$ cat src/rtl/bennett_phase_monitor.sv
// bennett_phase_monitor: Bennett clock-bus ramp checker with sticky error code, result capture and cycle count.
// Define BENNETT_INSTFLAG_CHECK_EN to add the instFlag port and its INSTF consistency check.
module bennett_phase_monitor #(
    parameter int WIDTH     = 8,
    parameter int DATA_W    = 16,
    parameter int MAX_DWELL = 15
) (
    input  logic                       clk,
    input  logic                       reset,
    input  logic [WIDTH-1:0]           clkp,
    input  logic [WIDTH-1:0]           clkn,
    input  logic [DATA_W-1:0]          data_in,
    input  logic                       err_clear,
`ifdef BENNETT_INSTFLAG_CHECK_EN
    input  logic                       instFlag,
`endif
    output logic [2:0]                 state,
    output logic [$clog2(WIDTH+1)-1:0] level,
    output logic [DATA_W-1:0]          result,
    output logic                       result_valid,
    output logic                       cycle_done,
    output logic [15:0]                cycle_count,
    output logic                       err,
    output logic [2:0]                 err_code
);
    localparam int LW = $clog2(WIDTH + 1);
    localparam int DW = $clog2(MAX_DWELL + 2);
    localparam logic [LW-1:0] L_FULL = LW'(WIDTH);

    typedef enum logic [2:0] {IDLE, CHARGE, FULL, DISCHARGE, ERROR} state_t;

    state_t            state_q;
    logic [LW-1:0]     level_q, level_d;
    logic [DW-1:0]     dwell_q;
    logic [DATA_W-1:0] result_q;
    logic              result_valid_q, cycle_done_q, err_q;
    logic [15:0]       cycle_count_q;
    logic [2:0]        err_code_q, code_d;
    logic              compl_bad, shape_bad, skip_bad, dir_bad, tmo_bad, inst_bad;
    logic              hold, up, dn;

    always_comb begin
        level_d = '0;
        for (int i = 0; i < WIDTH; i++) level_d = level_d + LW'(clkp[i]);
    end

    assign up   = level_d > level_q;
    assign dn   = level_d < level_q;
    // A ramp state that is about to advance is not dwelling (matters only for WIDTH=1)
    assign hold = !up && !dn && ((state_q == CHARGE && level_d != L_FULL) ||
                                 (state_q == DISCHARGE && level_d != '0));

    assign compl_bad = clkn != ~clkp;
    assign shape_bad = ((clkp + WIDTH'(1)) & clkp) != '0;
    assign skip_bad  = (int'(level_d) > int'(level_q) + 1) || (int'(level_q) > int'(level_d) + 1);
    assign dir_bad   = (state_q == CHARGE && dn) || ((state_q == FULL || state_q == DISCHARGE) && up);
    assign tmo_bad   = hold && dwell_q == DW'(MAX_DWELL);
`ifdef BENNETT_INSTFLAG_CHECK_EN
    assign inst_bad  = instFlag != (level_d == L_FULL);
`else
    assign inst_bad  = 1'b0;
`endif

    assign code_d = compl_bad ? 3'd1 : shape_bad ? 3'd2 : skip_bad ? 3'd3 :
                    dir_bad   ? 3'd4 : tmo_bad   ? 3'd5 : inst_bad ? 3'd6 : 3'd0;

    always_ff @(posedge clk) begin
        if (reset) begin
            state_q        <= IDLE;
            level_q        <= '0;
            dwell_q        <= '0;
            result_q       <= '0;
            result_valid_q <= 1'b0;
            cycle_done_q   <= 1'b0;
            cycle_count_q  <= '0;
            err_q          <= 1'b0;
            err_code_q     <= 3'd0;
        end else begin
            result_valid_q <= 1'b0;
            cycle_done_q   <= 1'b0;
            if (state_q == ERROR) begin
                if (err_clear && level_d == '0 && !compl_bad && !inst_bad) begin
                    state_q    <= IDLE;
                    level_q    <= '0;
                    dwell_q    <= '0;
                    err_q      <= 1'b0;
                    err_code_q <= 3'd0;
                end
            end else if (code_d != 3'd0) begin
                state_q    <= ERROR;
                level_q    <= level_d;
                err_q      <= 1'b1;
                err_code_q <= code_d;
            end else begin
                level_q <= level_d;
                dwell_q <= hold ? dwell_q + DW'(1) : '0;
                case (state_q)
                    IDLE:      if (level_d == LW'(1)) state_q <= CHARGE;
                    CHARGE:    if (level_d == L_FULL) begin
                        state_q        <= FULL;
                        result_q       <= data_in;
                        result_valid_q <= 1'b1;
                    end
                    FULL:      if (level_d == L_FULL - LW'(1)) state_q <= DISCHARGE;
                    DISCHARGE: if (level_d == '0) begin
                        state_q       <= IDLE;
                        cycle_done_q  <= 1'b1;
                        cycle_count_q <= cycle_count_q + 16'd1;
                    end
                    default: ;
                endcase
            end
        end
    end

    assign state        = state_q;
    assign level        = level_q;
    assign result       = result_q;
    assign result_valid = result_valid_q;
    assign cycle_done   = cycle_done_q;
    assign cycle_count  = cycle_count_q;
    assign err          = err_q;
    assign err_code     = err_code_q;
endmodule
$ cat config.mk
export PLATFORM = sky130hd
export DESIGN_NAME = bennett_phase_monitor
export DESIGN_NICKNAME = d
export VERILOG_FILES = /design/src/rtl/bennett_phase_monitor.sv
export SDC_FILE = /design/constraint.sdc
export NUM_CORES = 1
export LEC_CHECK = 0
export ABC_CLOCK_PERIOD_IN_PS = 6600
export CAP_MARGIN = 20
export CORE_MARGIN = 2
export CORE_UTILIZATION = 30
export CTS_CLUSTER_SIZE = 24
export DETAILED_ROUTE_END_ITERATION = 10
export HOLD_SLACK_MARGIN = 0.06
export PLACE_DENSITY_LB_ADDON = 0.2
export SETUP_SLACK_MARGIN = 0.2
export SLEW_MARGIN = 40
export SYNTH_ARGS = -nofsm -noshare
export SYNTH_HDL_FRONTEND = slang
export SYNTH_SLANG_ARGS = --single-unit
$ cat constraint.sdc
create_clock -name clk -period 6.6 [get_ports clk]
set_input_delay 0.66 -clock clk [delete_from_list [all_inputs] [get_ports clk]]
set_output_delay 0.66 -clock clk [all_outputs]
set_load 0.02 [all_outputs]
* Yosys cells after proc, flatten, opt, wreduce, memory -nomap -nowiden *
Cells that the tools add are included.

word-level totals
  output and inout bits = 45
  input bits = 35
  flip-flop bits (word level) = 50

cells by class
  reductions and logical operators = 30
  bitwise operators = 6
  equality and inequality tests = 16
  add/subtract/negate cells = 12
  muxes and demuxes = 26
  magnitude comparators = 4

operators by type and width
  kind                     number
  $mux W3                  14
  $mux W5                  4
  $add A16 B1 Y16 const B  1
  $add A4 B1 Y4            4
  $ne A4 B1 Y1 const B     3
  $pmux W3 S4              1
  $add A4 B1 Y5 const B    2
  $gt A4 B5 Y1             2
  $logic_and A1 B1 Y1      9
  $add A8 B1 Y8 const B    1
  $and A8 B8 Y8            1
  $mux W4                  2
  $ne A4 B4 Y1 const B     2
  $ne A8 B8 Y1             1
  $not A8 Y8               1
  $reduce_and A4 Y1        2
  $reduce_bool A8 Y1       1
  $reduce_or A4 Y1         2
  $eq A3 B2 Y1 const B     2
  $reduce_and A6 Y1        1
  $reduce_bool A6 Y1       1
  $add A5 B1 Y5 const B    1
  $eq A5 B4 Y1 const B     1
  $mux W1                  5
  other kinds (21)         30

* Logic depth before layout (Yosys ltp) *
  depth in word-level cells = 20
  gate-level depth with buffers = 21
  gate-level depth less buffers = 19

* Worst setup path before layout *
OpenSTA, ideal clock, no wires.

  path kind = input -> register
  from = in clkp[0]
  to = reg cycle_count_q[14], in the netlist cycle_count[14]
  data arrival time = 5.317 ns
  data required time = 6.529 ns
  stages = 19
  path slack = 1.213 ns
  library setup time = 0.071 ns
  cell sequence = inv_1 -> fa_1 -> fa_1 -> fa_1 -> inv_1 -> ha_1 -> inv_1 -> fa_1 -> xnor2_1 -> nand3_1 -> xnor2_1 -> ha_1 -> a21oi_1 -> a21oi_1 -> and4bb_2 -> nand3_4 -> buf_6 -> or3_1 -> a21oi_1

between the ends
  word-level cells in the longest chain between the ends = 20

ends and longest elaborated chain
  item                                                                    line  text
  start: declaration                                                      10    input logic [WIDTH-1:0] clkp,
  parallel branches: the longest is 19 deep, another holds $add A4 B1 Y5  n/a
  $reduce_and A4 Y1 (no line) (*)                                         n/a
  end signal: assignment                                                  108   cycle_count_q <= cycle_count_q + 16'd1;
  end: declaration                                                        37    logic [15:0] cycle_count_q;

Mark *: on every way between the ends.
A chain may end at the register's enable or synchronous reset.

* Worst setup path in the final report *
  from = in clkp[0]
  to = reg cycle_count_q[8], in the netlist cycle_count[8]

The elaborated chain is that of the path after synthesis.

==> summary.md <==
| Metric | Value |
|---|---|
| Status | finished, final reports clean |
| I/O Pins | 80 |
| Kind of critical path | input pin to flop |
| Fin crit period | 5.91 ns |
| Final nets | 493 |
| # hold bufs at CTS | 0 |
| GRT Total Usage | 0.140 |
| Vias in the first global route | about 2800 |
| Sum of negative setup slack | 0 ns |
| Final period util | 0.895 |
| WL per Instance | 13.7 um |
| Area Overhead vs Synth | 33.5% |
| Max Root-Sink Buffers | 2 |
| Top cells by area, synth | dfxtp_1 (33%), ha_1 (9.4%), mux2i_1 (6.5%), nor2_1 (4.3%), a21oi_1 (4.2%) |
| Reg clk slew, reported paths | 0.10 ns |
| Detailed-router iteration count before antenna repair | 4 |
| Port Buffer Count | 79 |
| Dpl cell area | 4000 um2 |
| Yosys cell types | 50 |
| Core Region | 9860 um2 |
| Synth area leader | dfxtp_1 |
| Post_cts resized | 0 |
| Cell Rows | 36 |
| Clock sinks | 50 |
| Fraction of layout cells with a size suffix above 1 | 0.0579 |
| DRC | 0 |
| Syn nets | 414 |
| Final Max Slew Viols | 0 |
| CTS tree | built |
| CP endpoint kind | flop |
| GPL Wtd Cong | slightly below 0.8 |
| TritonCTS Buffers | 5 |
| Worst skew pair latency | 0.31 ns |
| Hold WS | between 0.4 and 0.5 ns |
| Cells after synthesis | about 350 |
| Seq cells post-synth | 50 |
| Drt initial violations | around 120 |
| Initial Utilization | 0.311 |
| Worst-Margin Slew | about 0.56 ns |
| Crit path DAT | ~6 ns |
| Final hold vios | 0 |
| Final ANT Viol Nets | 0 |
| Total gr overflow | 0 |
| Largest net degree at the start of global routing | 48 |
| Setup-failing EPs final | 0 |
| Die Ht | 105 um |
| Post-CTS Setup Repair Bufs | 0 |
| Die area | 11100 um2 |
| Crit start category | input pin |
| Final Cell Area | approximately 4100 um2 |
| Worst EP required | around 7 ns |
| EDFF count, synth | 0 |
| Ant. Diodes | 0 |
| Average cell area after synthesis | slightly below 9 um2 |
| First-pass GRT wire length | 12.9 mm |
| Antenna violations before repair | 0 |
| Slew headroom | 0.627 |
| LEAKAGE | 1.63 nW |
| Via Count | between 2000 and 3000 |
| Power Density | 197 nW/um2 |
| Top FF cell, synth | dfxtp_1 |
| DR vias/cell | 4.94 |
| Final setup margin | 0.692 ns |
| Dpl hpwl | 5.76 mm |
| Warnings, synthesis | 0 |
| Yosys top cell area share | 0.326 |
| Ys async rst share | 0 |
| Crit path max fanout | 25 |
| Worst hold path class | flop to flop |
| Sequential area share after synthesis | 0.326 |
| Mapped Area | 3070 um2 |
| DRT Wirelength | 7.77 mm |
| Synth cell count leaders | dfxtp_1 (50), nor2_1 (35), inv_1 (27) |
| Worst vdd ir | 0.0886 mV |
| Worst Skew | 0.00429 ns |
| RSZ-0062 raised after global routing | no |
| Dpl ws | 0.404 ns |
| Die width | 105 um |
| Max-cap violations | 0 |
| CTS H-tree lvls | 2 |
| Fmax | 0.169 GHz |
| Clock root buffer | clkbuf_8 |
| Count leader, synth | dfxtp_1 |
-- worst max-delay path: stages --
cell             delay, ns
clkdlybuf4s50_1       0.56
inv_1                 0.11
fa_1                  0.57
fa_1                  0.45
fa_1                  0.44
inv_1                 0.07
ha_1                  0.18
inv_1                 0.06
fa_1                  0.48
xnor2_1               0.41
nand3_1               0.15
xnor2_1               0.15
ha_1                  0.32
nand4_1               0.11
o21ai_0               0.10
a21oi_1               0.09
and4bb_2              0.41
nand3_4               0.24
or3_1                 0.42
a21oi_1               0.15
-- flip-flops by register name, indices dropped and copies added (netlist names) --
name	count
result_valid	1
err_code	3
level	4
err	1
result	16
state	3
cycle_count	16
dwell_q	5
cycle_done	1
-- metrics by stage --
step                       util  std cells  power, W
after floorplan               -        352  0.000530
after global placement    0.406        557  0.000618
after detailed placement  0.406        557  0.000622
after CTS                 0.415        565  0.000813
after global routing      0.415        565  0.000864
final                     0.415        565  0.000808
-- final cells by class --
type	instances	area (um2)
Inverter	27	101
Fill cell	961	5770
Timing Repair Buffer	83	833
Tap cell	133	166
Multi-Input combinational cell	264	1900
Clock buffer	5	68.8
Sequential cell	50	1000
Clock inverter	3	23.8
-- kinds of logic (layout without fill, tap and decap cells) --
logic type,after synthesis,count (layout),share of synthesized area
adders and majority gates,27,27,0.120
AOI/OAI and AO/OA,64,64,0.126
DFF,50,50,0.326
muxes,21,21,0.0689
xor gates and xnor gates,16,16,0.0457
and+or+nand+nor,136,136,0.259
buffers and inverters,38,118,0.0542
-- power breakdown --
| part | total [W] | internal [W] | switching, W |
|---|---|---|---|
| registers | 0.000314 | 0.000306 | 0.00000787 |
| clock network | 0.000191 | 0.0000762 | 0.000115 |
| logic | 0.000303 | 0.000134 | 0.000169 |
| total | 0.000808 | 0.000516 | 0.000292 |
-- path summary, 6_finish.rpt --
path / startpoint / end / slack [ns] / cells after the start
max: clkp[0] / cycle_count[8]$_SDFFE_PP0P_ / 0.69 / 20
min: dwell_q[4]$_SDFFE_PP0P_ / dwell_q[4]$_SDFFE_PP0P_ / 0.50 / 2
min reg2reg: dwell_q[4]$_SDFFE_PP0P_ / dwell_q[4]$_SDFFE_PP0P_ / 0.50 / 2
max reg2reg: level[1]$_SDFFE_PP0P_ / cycle_count[8]$_SDFFE_PP0P_ / 3.84 / 10
-- placed cells by master, fill, tap and decap left out, types with 2 or more instances in the layout --
master | Yosys | final
or3_1 | 12 | 12
and2_1 | 4 | 4
and4_1 | 3 | 3
a21oi_1 | 26 | 26
nand3_1 | 15 | 15
a22oi_1 | 5 | 5
clkdlybuf4s50_1 | 0 | 79
nand2_1 | 14 | 14
clkbuf_8 | 0 | 5
or2_2 | 3 | 3
dfxtp_1 | 50 | 50
ha_1 | 23 | 23
nor2_1 | 35 | 35
nor2b_1 | 5 | 5
nand4_1 | 16 | 16
xor2_1 | 10 | 10
o211ai_1 | 2 | 2
nor3b_1 | 2 | 2
buf_4 | 2 | 3
mux2i_1 | 20 | 20
xnor2_1 | 6 | 6
inv_1 | 27 | 27
and3_1 | 6 | 6
o22ai_1 | 3 | 3
clkinvlp_4 | 0 | 2
and4bb_2 | 2 | 2
nand2b_1 | 9 | 9
o21ai_0 | 19 | 19
fa_1 | 4 | 4
-- layer usage --
metal | share of wire | global-route usage
met5 | 0 | 0
met3 | 0.073 | 0.0462
met4 | 0.014 | 0.0343
met1 | 0.48 | 0.177
met2 | 0.44 | 0.231
No activity file was read; power rests on OpenSTA's default activity.
==> patch: new RTL, same settings <==
Set the parameter `DATA_W` to 20 (it was 16).
--- a/src/rtl/bennett_phase_monitor.sv
+++ b/src/rtl/bennett_phase_monitor.sv
@@ -4,3 +4,3 @@
     parameter int WIDTH     = 8,
-    parameter int DATA_W    = 16,
+    parameter int DATA_W    = 20,
     parameter int MAX_DWELL = 15
Ports: changed (resized data_in and result); port bits go from 80 to 88. No check against the original RTL was run, so the function may have changed too.
==> patch against the unedited design <==
Synthesized area increased by 4.1%; clock skew increased by 0.0028 ns; count of clock-buffer cells in the layout unchanged; sequential cell count increased by 4; first-iteration DRC count decreased by 35%; routed wire length increased by 5.1%; total power increased by 8.3%; cell area increased by 5.2%; non-clock buffer count increased by 7; synthesized cell count increased by 2.0%; setup slack got worse by 0.026 ns; hold slack got worse by 0.030 ns; sequential share of layout area increased by 0.66 points; critical path type unchanged; critical endpoint is now cycle_count[11]; largest cell class unchanged.
==> patch: results (changes against the unedited design) <==
metric,value,unit,change
clk_pin_slew,0.10,ns,about the same
synth_seq_area_share,33.86,%,+1.2 points
hold_end,dwell_q[4],,
path_max_fanout,22,,-12%
drt_pass1_iterations,4,,unchanged
grt_pass1_vias,2804,,+1.7%
largest_reg_flops,20,,
met1Wirelength,3748,um,+1.6%
dpl-instance-area,4193,um^2,+4.8%
async_reset_ff_share,0,%,unchanged
synth_cell_types,52,,+4.0%
post_cts_buffers,0,,unchanged
synth-adder-area-share,11.52,%,-0.47 points
r2r-end,cycle_count[11],,
htree_num_levels,2,,unchanged
diodes,0,,unchanged
slowest_delay,0.56,ns,
fin_nets,508,,+3.0%
routabilityCongestion,0.8129,,+2.5%
arrival,6.17,ns,+0.03 ns
ys_top_cells_by_count,"dfxtp_1 (54), nor2_1 (38), inv_1 (24), mux2i_1 (24), ha_1 (23)",,
synth_mux_area_share,8.229,%,+1.3 points
synth_compound_area_share,13.21,%,+0.60 points
yosys_warnings,0,,unchanged
dp_hpwl,6062,um,+5.2%
grt_pass1_wl,13410,um,+3.6%
r2r-start,level[1],,
outcome,"finished, final reports clean",,
worst_slew_pin_slew,0.5643,ns,+0.006950 ns
clock_latency,0.31,ns,about the same
synth.top_cells.by_area,"dfxtp_1 (34%), ha_1 (9.0%), mux2i_1 (7.5%), nor2_1 (4.5%), a21oi_1 (3.3%)",,
synth-xor-area-share,4.114,%,-0.45 points
cp_slowest_cell,fa_1,,
via_per_inst,5.005,,+1.4%
syn-num-nets,425,,+2.7%
skew,0.007084,ns,+0.002796 ns
wl_met3,429,um,-24%
grt_usage,14.29,%,+0.26 points
synth_flop_cell,dfxtp_1,,
dr_wl_met2,3881,um,+14%
grt_start_max_net_pins,56,,+17%
drive_above_1_share,4.740,%,-1.0 points
grt_antenna_before_repair,0,,unchanged
ff2ff_path_depth,10,,unchanged
grt_use_met3,3.040,%,-1.6 points
rrSetupSlack,3.54,ns,-0.30 ns
hold_depth,1,,-1
p_leak,0.001756,uW,+7.7%
drt_iter0_drc,80,,-35%
hold_path_class,flop to flop,,
cts_resized,0,,unchanged
cts_hold_buffers,0,,unchanged
ant_nets,0,,unchanged
gr-usage-met1,18.17,%,+0.48 points
use_met2,24.41,%,+1.3 points
portBuffers,87,,+10%
wl_per_cell,14.09,um,+2.5%
peakVddDrop,0.1049,mV,+18%
patch: cell count changes after synthesis, moves of 4 or more:
cell,change
or3_1,-10
mux2i_1,+4
nor3_1,+7
dfxtp_1,+4
o31ai_1,+8
o21ai_0,-10
a21oi_1,-5
clkbuf_1,+5
or4_1,+9
patch: final cells by class:
class | count | area, um^2
Clock buffer | 5 | 68.82
Clock inverter | 3 | 45.04
Fill cell | 1027 | 6017
Inverter | 25 | 93.84
Multi-Input combinational cell | 266 | 1959
Sequential cell | 54 | 1081
Tap cell | 136 | 170.2
Timing Repair Buffer | 90 | 888.4
patch: per-stage QoR:
| stage | setup WS [ns] | utilization [%] | instances | total power [uW] | hold slack (ns) |
|---|---|---|---|---|---|
| after global routing | 0.3746 | 41.72 | 579 | 936.3 | 0.4889 |
| final | 0.6657 | 41.72 | 579 | 875.9 | 0.4684 |
| after global placement | 0.4839 | 40.58 | 571 | 653.2 | 0.4478 |
| after detailed placement | 0.3254 | 40.61 | 571 | 656.5 | 0.4497 |
| after floorplan | 1.294 | - | 359 | 559.6 | 0.4323 |
| after CTS | 0.6608 | 41.72 | 579 | 883.6 | 0.4730 |
patch: worst max path at each step:
stage / from / end / slack (ns) / depth (start not counted)
after floorplan: clkp[0] / cycle_count[15] / 1.29 / 20
after global placement: clkp[0] / cycle_count[11] / 0.48 / 20
after detailed placement: clkp[0] / cycle_count[11] / 0.33 / 20
after CTS: clkp[0] / cycle_count[11] / 0.66 / 20
after global routing: clkp[0] / cycle_count[11] / 0.37 / 21
final: clkp[0] / cycle_count[11] / 0.67 / 20
patch: power by group:
group | internal, uW | leakage (uW) | total, uW | switching [uW]
sequential | 331 | 0.000436 | 341 | 9.49
clock | 113 | 0.0000504 | 223 | 111
combinational | 136 | 0.00127 | 312 | 175
